**src/rtl/envelope_adsr.sv**
```systemverilog
// envelope_adsr: per-voice ADSR envelope generator driving oscillator.amplitude.
// Tracks a note gate and steps an internal level through attack, decay,
// sustain and release on sample_en ticks. Gate events are handled every clk.
//
// Optional feature macro: ENVELOPE_RESTART_ZERO_EN
//   defined     - a gate rising edge forces level to 0 (retrigger from silence)
//   not defined - a gate rising edge keeps the current level (click-free retrigger)
module envelope_adsr #(
  parameter int WIDTH = 24
) (
  input  logic             clk,
  input  logic             rstn,
  input  logic             sample_en,
  input  logic             gate,
  input  logic [WIDTH-1:0] attack_step,
  input  logic [WIDTH-1:0] decay_step,
  input  logic [WIDTH-1:0] sustain_level,
  input  logic [WIDTH-1:0] release_step,
  output logic [WIDTH-1:0] amplitude,
  output logic             active
);

  localparam logic [WIDTH-1:0] PEAK = '1;

  typedef enum logic [2:0] {
    IDLE    = 3'd0,
    ATTACK  = 3'd1,
    DECAY   = 3'd2,
    SUSTAIN = 3'd3,
    RELEASE = 3'd4
  } state_t;

  state_t           state;
  logic [WIDTH-1:0] level;
  logic             gate_q;

  logic             gate_rise;
  logic             gate_fall;
  logic [WIDTH:0]   atk_sum;
  logic [WIDTH-1:0] dec_diff;
  logic             atk_done;
  logic             dec_done;
  logic             rel_done;

  // The level register is the amplitude output, so amplitude is registered
  // and lands on the edge that closes the sample_en cycle.
  assign amplitude = level;

  // Gate events and stage-completion tests; arithmetic is done wide enough
  // (or guarded by compares) so no stage can wrap.
  always_comb begin
    gate_rise = gate & ~gate_q;
    gate_fall = ~gate & ((state == ATTACK) | (state == DECAY) | (state == SUSTAIN));
    atk_sum   = {1'b0, level} + {1'b0, attack_step};
    dec_diff  = level - sustain_level;
    atk_done  = (attack_step == '0) | (atk_sum >= {1'b0, PEAK});
    // level <= sustain covers a sustain at or above the entry level.
    dec_done  = (decay_step == '0) | (level <= sustain_level) | (dec_diff <= decay_step);
    rel_done  = (release_step == '0) | (level <= release_step);
  end

  // Envelope FSM: gate events take priority and suppress stepping that cycle.
  always_ff @(posedge clk or negedge rstn) begin
    if (!rstn) begin
      state  <= IDLE;
      level  <= '0;
      gate_q <= 1'b0;
      active <= 1'b0;
    end else begin
      gate_q <= gate;
      if (gate_rise) begin
        state  <= ATTACK;
        active <= 1'b1;
`ifdef ENVELOPE_RESTART_ZERO_EN
        level  <= '0;
`endif
      end else if (gate_fall) begin
        state  <= RELEASE;
        active <= 1'b1;
      end else if (sample_en) begin
        case (state)
          IDLE: begin
            level  <= '0;
            active <= 1'b0;
          end
          ATTACK: begin
            if (atk_done) begin
              level <= PEAK;
              state <= DECAY;
            end else begin
              level <= atk_sum[WIDTH-1:0];
            end
          end
          DECAY: begin
            if (dec_done) begin
              level <= sustain_level;
              state <= SUSTAIN;
            end else begin
              level <= level - decay_step;
            end
          end
          SUSTAIN: begin
            // Re-read every tick so a live sustain change tracks.
            level <= sustain_level;
          end
          RELEASE: begin
            if (rel_done) begin
              level  <= '0;
              state  <= IDLE;
              active <= 1'b0;
            end else begin
              level <= level - release_step;
            end
          end
          default: begin
            level  <= '0;
            state  <= IDLE;
            active <= 1'b0;
          end
        endcase
      end
    end
  end

endmodule

```
**config.mk**
```make
export PLATFORM = sky130hd
export DESIGN_NAME = envelope_adsr
export DESIGN_NICKNAME = d
export VERILOG_FILES = /design/src/rtl/envelope_adsr.sv
export SDC_FILE = /design/constraint.sdc
export NUM_CORES = 1
export LEC_CHECK = 0
export CAP_MARGIN = 25
export CORE_MARGIN = 10
export CORE_UTILIZATION = 50
export CTS_BUF_LIST = sky130_fd_sc_hd__clkbuf_8
export DETAILED_ROUTE_END_ITERATION = 7
export GPL_TIMING_DRIVEN = 0
export PLACE_DENSITY_LB_ADDON = 0.2
export REMOVE_ABC_BUFFERS = 1
export SLEW_MARGIN = 10
export SYNTH_ARGS = -nofsm -noshare
export SYNTH_HDL_FRONTEND = slang
export SYNTH_SLANG_ARGS = --single-unit
```
**constraint.sdc**
```tcl
create_clock -name clk -period 7.2 [get_ports clk]
set_input_delay 1.08 -clock clk [delete_from_list [all_inputs] [get_ports clk]]
set_output_delay 1.08 -clock clk [all_outputs]
set_load 0.02 [all_outputs]
```
Word-level counts from Yosys, hierarchy flattened

Cells that the tools add are included.

Bits in registers: 29
Output and inout bits: 25
Bits of input ports: 100
Logic and storage cells: 59

Order comparisons: 4
Reductions and logical operators: 10
Bitwise logic cells: 12
Equal/unequal tests: 9
Multiplexer cells: 16
Add/subtract/negate cells: 4

Operators by type and width:

| operator                                                                | number |
|---|---|
| 24-bit one-hot mux with 4 select lines                                  | 1 |
| 24-bit <= comparator                                                    | 3 |
| 24-bit logical NOT                                                      | 3 |
| 24-bit 2-to-1 mux                                                       | 3 |
| 24-bit subtractor                                                       | 3 |
| 24-bit by 24-bit adder with 25-bit output                               | 1 |
| 25-bit by 24-bit >= comparator with 1-bit output, second input constant | 1 |
| 3-bit 2-to-1 mux                                                        | 6 |
| 4-bit inequality test, second input constant                            | 3 |
| 3-bit one-hot mux with 4 select lines                                   | 1 |
| 3-bit by 2-bit equality test with 1-bit output, second input constant   | 2 |
| 3-bit by 1-bit inequality test with 1-bit output, second input constant | 2 |
| 1-bit bitwise OR                                                        | 6 |
| 3-bit AND reduction                                                     | 2 |
| 5-bit AND reduction                                                     | 1 |
| 1-bit 2-to-1 mux                                                        | 4 |
| 1-bit NOT                                                               | 4 |
| 3-bit by 1-bit equality test with 1-bit output, second input constant   | 1 |
| 3-bit equality test, second input constant                              | 1 |
| 3-bit logical NOT                                                       | 1 |
| 3-bit nonzero test                                                      | 1 |
| 3-bit OR reduction                                                      | 1 |
| 1-bit AND                                                               | 2 |
| 1-bit one-hot mux with 2 select lines                                   | 1 |
| 2-bit OR reduction                                                      | 1 |

Longest topological paths before layout

Gate-level depths: netlist of the first run.

Depth in word-level cells: 8
Mapped depth: 25
Mapped depth without buffers: 24

Worst setup path after synthesis of the first run

No wires, ideal clock.

Path type: input to register
From: in sustain_level[1]
To: reg level[17] (netlist: amplitude[17])
Slack: 0.915 ns
Path buffers: 0
Setup time: 0.126 ns
Data required time: 7.074 ns
Arrival time: 6.159 ns
Cell stages on the path: 23
Cells stage by stage: inv_1 -> ha_1 -> nor2b_1 -> o21a_1 -> o21ai_0 -> a21oi_1 -> o41ai_1 -> o311ai_0 -> a311oi_1 -> o21ai_0 -> a21oi_1 -> xnor2_1 -> ha_1 -> nand4_2 -> nor4_2 -> nand3_1 -> or4_1 -> and3_1 -> a311oi_4 -> nor2b_1 -> nor2_2 -> o221ai_1 -> a221o_1

Cells in the longest elaborated chain, start to end: 5
Elaborated cells on any way between the ends: 7
Those cells by class: 1 x add/sub; 2 x order compare; 2 x mux; 2 x bitwise

Ends and longest elaborated chain:

| what                                                             | RTL line | RTL |
|---|---|---|
| start, declared                                                  | 17       | `input logic [WIDTH-1:0] sustain_level,` |
| 24-bit subtractor / 24-bit <= comparator (equally long branches) | 55, 58   |  |
| 24-bit <= comparator / 1-bit bitwise OR (equally long branches)  | 58       | `dec_done = (decay_step == '0) \| (level <= sustain_level) \| (dec_diff <= decay_step);` |
| 1-bit bitwise OR (*)                                             | 58       |  |
| 24-bit 2-to-1 mux (*)                                            | 95       | `if (dec_done) begin` |
| 24-bit one-hot mux with 4 select lines (*)                       | 81       | `case (state)` |
| end signal, assigned                                             | 96       | `level <= sustain_level;` |
| end signal, assigned                                             | 99       | `level <= level - decay_step;` |
| end signal, assigned                                             | 104      | `level <= sustain_level;` |
| end, declared                                                    | 34       | `logic [WIDTH-1:0] level;` |

Every way passes the cells marked *; elsewhere a longest branch is shown, timed or not.
A chain may end at the register's enable or synchronous reset.

Final worst setup path of the first run

From: in sustain_level[0]
To: reg level[1] (netlist: amplitude[1])

Same word-level chain as after synthesis.

==> results of run 1 <==
layout make-up:
type	instances	area [sq um]	share of cell area
inverter	94	353	0.0383
timing repair buffer	134	1340	0.145
sequential	29	726	0.0787
clock inverter	2	33.8	0.00366
clock buffer	6	82.6	0.00896
multi-input combinational	909	6450	0.700
tap	184	230	0.0250
through the flow:
step	hold WS, ps	instances
after floorplan	559	1032
after global placement	463	1340
after detailed placement	469	1342
after CTS	482	1354
after global routing	529	1358
final	480	1358
critical path: cells and delay by family:
family          cells  cell delay, ps
compound gates     10            2130
simple gates        7            1750
fa+ha+maj           3            1010
buf+inv             3             880
mux                 1             140
xor+xnor            1             100
metal layers:
layer,part of all wire,vias to the layer above,track usage
li1,-,4194,-
met1,0.45,3867,0.341
met2,0.45,366,0.407
met3,0.081,45,0.0388
met4,0.028,0,0.0793
met5,0,-,0
sequential cells by signal, summed over array words and instances (netlist names):
name       count
active         1
amplitude     24
gate_q         1
state          3
power by group:
part / internal [mW] / total [mW] / switching [mW]
clock: 0.111 / 0.182 / 0.0705
combinational: 1.11 / 2.58 / 1.48
sequential: 0.221 / 0.380 / 0.160
total: 1.44 / 3.15 / 1.71
worst max-delay path by stage:
stage / endpoint / depth (start not counted)
2_1_floorplan: amplitude[17]$_DFFE_PN0P_ / 23
3_3_place_gp: amplitude[17]$_DFFE_PN0P_ / 24
3_5_place_dp: amplitude[17]$_DFFE_PN0P_ / 24
4_1_cts: amplitude[4]$_DFFE_PN0P_ / 26
5_1_grt: amplitude[4]$_DFFE_PN0P_ / 26
6_report: amplitude[1]$_DFFE_PN0P_ / 25
synth_stat cells, types with 15 or more instances:
cell type and instances:
a21o_1 36, a21oi_1 104, a22oi_1 16, clkbuf_1 16, dfrtp_1 29, ha_1 119, inv_1 94, nand2_1 88
nand2b_1 16, nand3_1 20, nand4_1 23, nor2_1 77, nor2b_1 15, nor4_1 28, o21ai_0 74, xnor2_1 35
xor2_1 36
cells in the final DEF, fill, tap and decap left out, types with 9 or more instances in the layout:
master	instances
a211oi_1	11
and3_1	12
a211o_1	12
and2_1	9
nor3_1	13
nor2_1	77
nand3_1	20
xnor2_1	35
o211ai_1	10
xor2_1	36
a22oi_1	16
inv_1	95
or3_1	12
nor4_1	27
o21ai_0	74
a21oi_1	103
dfrtp_1	29
o21a_1	13
ha_1	119
nand2b_1	16
nor2b_1	15
a31oi_1	12
nand2_1	88
nand4_1	23
a21o_1	36
clkdlybuf4s50_1	122
cell families (layout without fill, tap and decap cells):
group | Yosys count | in the layout | synth area share
AO/OA/AOI/OAI | 366 | 366 | 0.318
XOR/XNOR | 71 | 71 | 0.0823
multiplexers | 7 | 7 | 0.00943
flip-flops | 29 | 29 | 0.0960
buffers and inverters | 113 | 236 | 0.0573
adder cells (fa/ha/maj) | 123 | 123 | 0.208
AND/OR/NAND/NOR | 342 | 342 | 0.229
what timing repair did:
item	CTS	global route
gates resized for setup	3	4
cloned	0	0
pin swaps	2	2
endpoints found under the setup margin	25	24
buffers inserted	4	2
==> impl_metrics.tcl, run 1 <==
set metrics [dict create \
    outcome "finished, final reports clean" \
    rr_worst_depth 24 \
    whs_path_depth 2 \
    fill_cells 1369 \
    cellPowerDensity_mw_per_mm2 341 \
    antenna_cells 0 \
    dpl-instance-area_sq_mm 0.00898 \
    yosysTopAreaCellShare 0.197 \
    ir_drop_uv 150 \
    drtIter0Drc 689 \
    initial_core_util 0.514 \
    fin_util 0.627 \
    die_y_um 143 \
    dieWidth_um 143 \
    cts_htree_levels 2 \
    finalPower_mw 3.15 \
    synth-async-reset-ratio 1.00 \
    synth_cell_types 67 \
    critical-path-max-stage-delay_ps 560 \
    setup.worst_path.start "sustain_level[0]" \
    start_kind "input pin" \
    vias 8472 \
    port_buffers 124 \
    ys_seq_elements 29 \
    io_pins 125 \
    synthFlopType "dfrtp_1" \
    seq_area_frac_synth 0.0960 \
    cp_max_fo 19 \
    syn_avg_cell_area_sq_um 7.19 \
    wire_per_inst_um 19.9 \
    area_growth_pct 21.9 \
    min_period_over_period 0.961 \
    fmax_mhz 144 \
    tritoncts "done" \
    yosysWarnings 0 \
    layout_setup_ws_ps 279 \
    die-area_sq_mm 0.0204 \
    slowest_stage "or4_1" \
    fin_crit_ps 6920 \
    setup-tns-final_ps 0 \
    finClkSkew_ps 3.18 \
    antenna_found_initial 0 \
    cts.hold.buffers_added 0 \
    rrSetupSlack_ps 950 \
    clockRootBuffer "clkbuf_8" \
    dpl_worst_slack_ps -1150 \
    cts.reportedPaths.clkPinSlew_ps 70 \
    min_to "active$_DFFE_PN0P_" \
    grt_pass1_vias 7975 \
    drive_gt1_frac 0.0358 \
    min_from "active$_DFFE_PN0P_" \
    r2r-end "amplitude[1]$_DFFE_PN0P_" \
    clk_latency_ps 290 \
    grt_max_degree 31 \
    worstPathArrival_ps 7080 \
    p_leak_nw 4.34 \
    stdcell_area_sq_mm 0.00922 \
    core_sq_mm 0.0147 \
    gr-total-overflow 0 \
    crit_path_end_kind "register" \
    path_class "in2reg" \
    nNetsFinal 1396 \
    finalSetupViolations 0 \
    reg2reg_from "amplitude[1]$_DFFE_PN0P_" \
    placement_rows 44 \
    firstDrtPassIters 7 \
    clockBufferDepth 2 \
    synth_top_cells_by_area "ha_1, dfrtp_1, a21oi_1, o21ai_0, inv_1" \
    viasPerCell 6.24 \
    routabilityCongestion 0.951 \
    hold_viol_final 0 \
    cts_made_buffers 5 \
    syn_area_sq_mm 0.00756 \
    relSlewSlack 0.333 \
    required_ps 7360 \
    antenna_left 0 \
    drc 0 \
    hold_class "reg2reg" \
    maxCapViolations 0 \
    drt-total-wl_mm 27.0 \
    drv_slew 0 \
    dpl.hpwl_mm 22.7 \
    gr-usage-all-layers 0.254 \
    grt_pass1_wl_mm 41.9 \
    synthCells 1051 \
    synth_top_cell_by_area "ha_1" \
    numClockSinks 29 \
    synth_edf_count 0 \
    tightest_slew_ps 989 \
]
No activity file was read; power rests on OpenSTA's default activity.
==> run 2, diff against run 1 <==
- RECOVER_POWER: default -> 25
==> impl_metrics.tcl, run 2 (same netlist as run 1, synthesis figures left out) <==
set metrics [dict create \
    whs_path_depth 2 \
    clockBufferDepth 2 \
    min_period_over_period 0.961 \
    drive_gt1_frac 0.0349 \
    cts_htree_levels 2 \
    p_leak_nw 4.34 \
    fin_crit_ps 6920 \
    gr-usage-all-layers 0.254 \
    rr_worst_depth 24 \
    cts.reportedPaths.clkPinSlew_ps 70 \
    gr-total-overflow 0 \
    grt_pass1_vias 7975 \
    clk_latency_ps 290 \
    cp_num_buf_inv 3 \
    antenna_cells 0 \
    die-area_sq_mm 0.0204 \
    crit_path_end_kind "register" \
    dpl.hpwl_mm 22.7 \
    clockRootBuffer "clkbuf_8" \
    violations "capacitance limit, slew limit" \
    drt-total-wl_mm 26.9 \
    antenna_found_initial 0 \
    dp_cells 1342 \
    multiInputGateArea_sq_mm 0.00645 \
    outcome "finished with violations" \
    final_cell_mix "clkdlybuf4s50_1, ha_1, a21oi_1" \
    path_class "in2reg" \
    numClockSinks 29 \
    largest_reg_flops 24 \
    crit_family "compound AO/OA/AOI/OAI gates" \
    fmax_mhz 144 \
    cts.hold.buffers_added 0 \
    regArea_sq_um 726 \
    start_kind "input pin" \
    maxCapViolations 1 \
    fill_cells 1369 \
    hold_class "reg2reg" \
    drc 0 \
    dieWidth_um 143 \
    wire_per_inst_um 19.8 \
    routabilityCongestion 0.951 \
    viasPerCell 6.23 \
    ir_drop_uv 150 \
    tightest_slew_ps 1670 \
    required_ps 7360 \
    cts_made_buffers 5 \
    finClkSkew_ps 3.26 \
    grt_max_degree 31 \
    antenna_left 0 \
    final_common_cell "clkdlybuf4s50_1" \
    drv_slew 30 \
    firstDrtPassIters 5 \
    relSlewSlack -0.115 \
    hold_viol_final 0 \
    port_buffers 124 \
    worstPathArrival_ps 7080 \
    placement_rows 44 \
    area_growth_pct 21.9 \
    vias 8465 \
    die_y_um 143 \
    critical-path-max-stage-delay_ps 560 \
    slowest_stage "or4_1" \
    tritoncts "done" \
    finalSetupViolations 0 \
    core_sq_mm 0.0147 \
    io_pins 125 \
    layout.cells.non_filler 1358 \
    cellPowerDensity_mw_per_mm2 341 \
    cp_max_fo 19 \
    initial_core_util 0.514 \
    nNetsFinal 1396 \
    drtIter0Drc 682 \
    grt_pass1_wl_mm 41.9 \
    path_depth 25 \
    setup-tns-final_ps 0 \
]
-- run 2: cell count changes in the layout (fill, tap and decap cells not counted) --
cell / previous run / this run
buf_2: 1 / 0
clkbuf_1: 0 / 1
-- run 2: worst register-to-register path: cells and delay by family, from the launching register on --
| family | cells | cell delay (ps) |
|---|---|---|
| mux | 1 | 150 |
| simple gates | 6 | 1570 |
| buf+inv | 3 | 580 |
| compound gates | 11 | 2390 |
| xor+xnor | 1 | 90 |
| fa+ha+maj | 2 | 700 |
| flops | 1 | 640 |
-- run 2: timing repair --
item | 4_1_cts | 5_1_grt
setup endpoints to repair | 25 | 24
buffers inserted | 4 | 2
pin swaps | 2 | 2
resized for setup | 3 | 4
-- run 2: power breakdown --
part / internal, mW / leakage, nW / switching (mW) / total, mW
registers: 0.221 / 0.385 / 0.160 / 0.380
logic: 1.11 / 3.89 / 1.47 / 2.58
clock network: 0.111 / 0.0626 / 0.0707 / 0.182
total: 1.44 / 4.34 / 1.70 / 3.15
-- run 2: cell type report --
type                            count  share of cell area
Multi-Input combinational cell    909               0.700
Clock buffer                        6             0.00896
Inverter                           94              0.0383
Tap cell                          184              0.0250
Timing Repair Buffer              134               0.145
Sequential cell                    29              0.0787
Clock inverter                      2             0.00366
-- run 2: per-stage QoR --
stage	cell area, sq um	hold slack, ps	utilization	power (mW)	worst slack (ps)
5_1_grt	9220	529	0.627	3.43	-38.7
2_1_floorplan	7480	559	-	2.14	490
3_5_place_dp	8980	469	0.611	2.86	-1150
3_3_place_gp	8950	463	0.609	2.83	-1690
6_report	9220	480	0.627	3.15	279
4_1_cts	9140	482	0.622	3.07	17.9
-- run 2: worst paths after layout --
| kind | startpoint | slack [ps] | endpoint |
|---|---|---|---|
| worst min-delay path | active$_DFFE_PN0P_ | 480 | active$_DFFE_PN0P_ |
| worst max register to register | amplitude[1]$_DFFE_PN0P_ | 950 | amplitude[1]$_DFFE_PN0P_ |
| worst min register to register | active$_DFFE_PN0P_ | 480 | active$_DFFE_PN0P_ |
| max in group asynchronous | rstn | 5020 | active$_DFFE_PN0P_ |
| worst max-delay path | sustain_level[0] | 280 | amplitude[1]$_DFFE_PN0P_ |
| min in group asynchronous | rstn | 1200 | amplitude[0]$_DFFE_PN0P_ |
-- run 2: per-layer routing --
metal	vias up	wire length, um	global-route usage
met5	-	0	0
met4	0	727	0.0793
met3	41	2190	0.0388
met2	353	12000	0.407
met1	3877	12000	0.341
li1	4194	-	-
